--- config.mk ---
export PLATFORM = sky130hd
export DESIGN_NAME = serial_arbiter
export DESIGN_NICKNAME = d
export VERILOG_FILES = /design/src/rtl/serial_pkg.sv /design/src/rtl/rr_picker.sv /design/src/rtl/serial_arbiter.sv
export SDC_FILE = /design/constraint.sdc
export NUM_CORES = 1
export LEC_CHECK = 0
export ABC_AREA = 1
export BUFFER_PORTS_ARGS = -buffer_cell sky130_fd_sc_hd__buf_4
export CAP_MARGIN = 20
export CORE_AREA = 4 4 52 54
export DETAILED_ROUTE_END_ITERATION = 10
export DIE_AREA = 0 0 56 58
export GPL_TIMING_DRIVEN = 0
export HOLD_SLACK_MARGIN = 0.03
export PLACE_DENSITY = 0.89
export SYNTH_ARGS = -nofsm -noshare
export SYNTH_HDL_FRONTEND = slang
export SYNTH_SLANG_ARGS = --single-unit
--- constraint.sdc ---
create_clock -name clk -period 2.5 [get_ports clk]
set_input_delay 0.375 -clock clk [delete_from_list [all_inputs] [get_ports clk]]
set_output_delay 0.375 -clock clk [all_outputs]
set_load 0.05 [all_outputs]
--- src/rtl/serial_pkg.sv ---
// Shared constants for the serial TX arbiter family: FSM encodings, tag header base, byte/requester limits.
package serial_pkg;

    localparam int unsigned BYTE_W  = 8;
    localparam int unsigned MAX_REQ = 8;
    localparam int unsigned IDX_W   = 3;

    localparam logic [7:0] TAG_BASE = 8'hA0;

    typedef logic [1:0] state_t;
    localparam state_t ST_IDLE = 2'd0;
    localparam state_t ST_TAG  = 2'd1;
    localparam state_t ST_DATA = 2'd2;

endpackage

--- src/rtl/rr_picker.sv ---
// Combinational round-robin picker: first asserted request at or after ptr+1 (mod N), wrapping.
module rr_picker
    import serial_pkg::*;
#(
    parameter int unsigned N = 4
) (
    input  logic [N-1:0]     req,
    input  logic [IDX_W-1:0] ptr,
    output logic [N-1:0]     onehot,
    output logic [IDX_W-1:0] idx,
    output logic             any
);

    logic [MAX_REQ-1:0] w_req;

    assign w_req = MAX_REQ'(req);

    // Scan from the farthest candidate back to the nearest so the nearest one wins.
    always_comb begin
        idx = '0;
        any = 1'b0;
        for (int k = int'(N); k >= 1; k--) begin
            if (w_req[IDX_W'((int'(ptr) + k) % int'(N))]) begin
                idx = IDX_W'((int'(ptr) + k) % int'(N));
                any = 1'b1;
            end
        end
        onehot = any ? (N'(1) << idx) : '0;
    end

endmodule

--- src/rtl/serial_arbiter.sv ---
// Packet-locked round-robin arbiter in front of the board UART TX serializer.
// Define SERIAL_ARBITER_TAG_EN to prefix each packet with header byte 8'hA0 | source index.
module serial_arbiter
    import serial_pkg::*;
#(
    parameter int unsigned N = 4,
    parameter int unsigned W = 8
) (
    input  logic           clk,
    input  logic           rst_n,
    input  logic [N-1:0]   req_valid,
    input  logic [N*W-1:0] req_data,
    input  logic [N-1:0]   req_last,
    output logic [N-1:0]   req_ready,
    output logic           tx_valid,
    output logic [W-1:0]   tx_data,
    input  logic           tx_ready,
    output logic [N-1:0]   grant,
    output logic           busy
);

    state_t             r_state, w_state_nxt;
    logic [N-1:0]       r_grant, w_grant_nxt;
    logic [IDX_W-1:0]   r_idx, w_idx_nxt;
    logic [IDX_W-1:0]   r_ptr, w_ptr_nxt;

    logic [N-1:0]       w_pick_onehot;
    logic [IDX_W-1:0]   w_pick_idx;
    logic               w_pick_any;

    logic [MAX_REQ-1:0]        w_valid_pad;
    logic [MAX_REQ-1:0]        w_last_pad;
    logic [MAX_REQ*BYTE_W-1:0] w_data_pad;
    logic                      w_owner_valid;
    logic [W-1:0]              w_owner_data;

    rr_picker #(.N(N)) u_picker (
        .req    (req_valid),
        .ptr    (r_ptr),
        .onehot (w_pick_onehot),
        .idx    (w_pick_idx),
        .any    (w_pick_any)
    );

    // Pad to the maximum requester count so the owner index selects without width games.
    assign w_valid_pad   = MAX_REQ'(req_valid);
    assign w_last_pad    = MAX_REQ'(req_last);
    assign w_data_pad    = (MAX_REQ*BYTE_W)'(req_data);
    assign w_owner_valid = w_valid_pad[r_idx];
    assign w_owner_data  = W'(w_data_pad[{r_idx, 3'b000} +: BYTE_W]);

    assign grant = r_grant;
    assign busy  = (r_state != ST_IDLE);

    always_comb begin
        w_state_nxt = r_state;
        w_grant_nxt = r_grant;
        w_idx_nxt   = r_idx;
        w_ptr_nxt   = r_ptr;
        tx_valid    = 1'b0;
        tx_data     = '0;
        req_ready   = '0;
        case (r_state)
            ST_IDLE: begin
                w_grant_nxt = w_pick_onehot;
                if (w_pick_any) begin
                    w_idx_nxt = w_pick_idx;
`ifdef SERIAL_ARBITER_TAG_EN
                    w_state_nxt = ST_TAG;
`else
                    w_state_nxt = ST_DATA;
`endif
                end
            end
`ifdef SERIAL_ARBITER_TAG_EN
            ST_TAG: begin
                tx_valid = 1'b1;
                tx_data  = W'(TAG_BASE | BYTE_W'(r_idx));
                if (tx_ready) begin
                    w_state_nxt = ST_DATA;
                end
            end
`endif
            ST_DATA: begin
                // Owner bytes pass straight through; only the owner ever sees ready.
                tx_valid  = w_owner_valid;
                tx_data   = w_owner_data;
                req_ready = r_grant & {N{tx_ready}};
                if (w_owner_valid && tx_ready && w_last_pad[r_idx]) begin
                    w_ptr_nxt   = r_idx;
                    w_grant_nxt = '0;
                    w_state_nxt = ST_IDLE;
                end
            end
            default: begin
                w_grant_nxt = '0;
                w_state_nxt = ST_IDLE;
            end
        endcase
    end

    always_ff @(posedge clk or negedge rst_n) begin
        if (!rst_n) begin
            r_state <= ST_IDLE;
            r_grant <= '0;
            r_idx   <= '0;
            r_ptr   <= IDX_W'(N - 1);
        end else begin
            r_state <= w_state_nxt;
            r_grant <= w_grant_nxt;
            r_idx   <= w_idx_nxt;
            r_ptr   <= w_ptr_nxt;
        end
    end

endmodule

==> key figures <==
Status
  – Outcome: completed

Timing
  – Worst-Margin Slew: slightly above 0.5 ns
  – RSZ-0062 raised after global routing: no
  – Fin Setup TNS: 0 ns
  – Worst relative slew slack: 65.4%
  – Final worst-path cycle share: 88.3%
  – Setup slack after layout: around 0.29 ns
  – Worst-case clock skew: 0.00723 ns
  – Final Hold Fails: 0
  – Fmax: 453 MHz
  – Setup violators final: 0
  – Fin crit period: approximately 2.2 ns
  – Count of pins over their slew limit: 0

Floorplanning
  – Die width: ~56 um
  – Core Area: 0.00221 mm^2
  – Die area: about 0.0032 mm^2
  – # rows: 17
  – IO Count: approximately 60
  – Initial Utilization: 43.7%
  – Die height: roughly 58 um

Detailed routing
  – WL final: 3.06 mm
  – Routed wl met3: roughly 190 um
  – Via count: ~1300
  – DR vias/cell: 5.03
  – Drt wl/cell: roughly 12 um
  – Met1 WL: around 1.3 mm
  – Max Used Layer: met4
  – DRC violations left: 0
  – Post-route ant nets: 0
  – Met2 routed WL: roughly 1.5 mm
  – 1st-iter DRT viols: 36
  – DRT Pass-1 Iters: 4

CTS
  – Clk root buf: clkbuf_4
  – Clock Tree Buf Depth: 2
  – Clock Latency Late Sink: 0.25 ns
  – Clock slew at reported path FFs: ~0.070 ns
  – H-tree lvl count: 1
  – Post-CTS Resized: 0
  – Clock sinks: 9
  – Total CTS buffers: 3
  – CTS tree: built

Placed design
  – Port Buf Inserts: 60
  – Hpwl dp: about 2.4 mm
  – Gp weighted congestion: roughly 0.85
  – Post-Place Setup Slack: ~0.59 ns
  – Post-DP Area: 0.00145 mm^2

Global route
  – First-pass GRT wire length: about 5 mm
  – Grt total ovfl: 0
  – GRT Util Overall: 18.6%
  – Number of antenna violations at the first check in global routing: 0
  – Vias in the first global route: around 1300
  – Largest net degree at the start of global routing: 11

Cells and area
  – Design area: 0.00149 mm^2
  – Commonest non-fill, non-tap cells in the layout: buf_4, nor2_1, nand2_1
  – Ratio of cells with drive above 1 in the final layout: roughly a third
  – Multi-input gate area: 619 um^2
  – # nets final: ~280
  – Seq. cell area: between 200 and 250 um^2
  – Final design utilization: between 60% and 70%
  – Most common cell after layout, fill and taps aside: buf_4
  – Fill cells: 212
  – Area delta synth->final: 54.0%
  – Ant. Diodes: 0

Logic synthesis
  – Synth warn: 0
  – Post-synth cell types: 22
  – Yosys reg bits: 9
  – Yosys top cell area share: roughly 18%
  – Top cell type by total area after synthesis: dfrtp_1
  – Syn_nets: 215
  – Area contributors post-synth: dfrtp_1, nor2_1, nand2_1
  – Gate Count Post-Synth: 172
  – Syn Area/Cell: ~5.6 um^2
  – Compound-Gate Fraction of Synth Area: roughly 22%
  – Post-Synth XOR/XNOR Area: 0%
  – Post-synthesis mux area share: 0%
  – Post-synthesis sequential area ratio: about a quarter
  – Main combinational cell family by area after synthesis: simple AND/OR/NAND/NOR gates
  – Simple-gate share of the synthesized area: between 40% and 50%
  – Adder-cell share of the synthesized area: 0%
  – Synthesized area: roughly 970 um^2

Worst hold path
  – Hold crit path type: input pin to asynchronous set/reset pin

Power
  – Peak VDD IR: 0.875 mV
  – Power Total: about 2.0 mW
  – Leak pwr: ~0.80 nW
  – Pwr dens: 1350 mW/mm^2

Flow run
  – Max Cap Viol: 0

Critical path
  – CP max FO: 10
  – Crit. End Element: output port
  – Critical Path AT: between 1.5 and 2 ns
  – CP startpoint kind: flip-flop
  – CP required: between 2 and 2.5 ns
  – Kind of critical path: flip-flop to output port
  – Reg-to-reg slack, setup: ~0.9 ns
power breakdown:
group / total (mW) / switching, mW / internal, mW
Clock: 0.110 / 0.0483 / 0.0613
Sequential: 0.268 / 0.0571 / 0.211
Combinational: 1.63 / 1.11 / 0.516
Total: 2.01 / 1.22 / 0.789
final timing paths:
kind,end,cells after the start,from
min in group clk,grant[2],2,grant[2]
hold reg to reg,grant[2],2,grant[2]
max in group asynchronous,r_ptr[0],2,rst_n
hold / removal,grant[2],2,rst_n
setup reg to reg,r_idx[0],10,r_ptr[0]
setup / recovery,tx_data[5],5,r_idx[0]
cell usage after synthesis:
| cell type | n |
|---|---|
| a21oi_1 | 10 |
| a21oi_2 | 1 |
| and2_1 | 1 |
| buf_2 | 2 |
| buf_4 | 1 |
| buf_6 | 2 |
| clkbuf_1 | 2 |
| dfrtp_1 | 7 |
| dfstp_2 | 2 |
| inv_1 | 19 |
| nand2_1 | 37 |
| nand2_2 | 2 |
| nand3_1 | 11 |
| nand3_2 | 1 |
| nand4_1 | 2 |
| nor2_1 | 42 |
| nor2_4 | 1 |
| o21ai_0 | 23 |
| o21ai_1 | 2 |
| o21ai_2 | 2 |
| o21bai_1 | 1 |
| o22ai_1 | 1 |
what timing repair did:
action | CTS | global route
hold buffers | 1 | 0
hold endpoints to repair | 7 | 0
buffers inserted | 0 | 0
registers in the layout, summed over array words and instances, names as in the netlist:
register  cells
r_state       1
r_idx         2
grant         4
r_ptr         2
cells by family (layout without fill, tap and decap cells):
logic type | Yosys count | in the layout
simple gates | 97 | 97
flops | 9 | 9
compound gates | 40 | 40
buf+inv | 26 | 91
worst max-delay path, cell delays in order, from the launching register on:
cell	delay (ns)
dfrtp_1	0.43
inv_1	0.25
clkbuf_1	0.37
o21ai_0	0.16
a21oi_1	0.16
buf_4	0.22
metrics by stage:
step / cells / hold WS [ns]
after global placement: 260 / 0.201
after floorplan: 172 / 0.0794
after detailed placement: 260 / 0.206
after CTS: 265 / 0.476
final: 265 / 0.491
after global routing: 265 / 0.511
routing by layer:
| metal | up-vias | global-route usage, % |
|---|---|---|
| li1 | 683 | - |
| met1 | 597 | 22.2 |
| met2 | 50 | 35.4 |
| met3 | 2 | 2.00 |
| met4 | 0 | 4.41 |
| met5 | - | 0 |
layout make-up:
class                           count  share of cell area (%)
Multi-Input combinational cell    137                    41.6
Timing Repair Buffer               61                    31.0
Sequential cell                     9                    15.3
Inverter                           19                    4.79
Buffer                              7                    3.20
Tap cell                           28                    2.35
Clock buffer                        4                    1.77
Power figures use the tool's default switching activity.
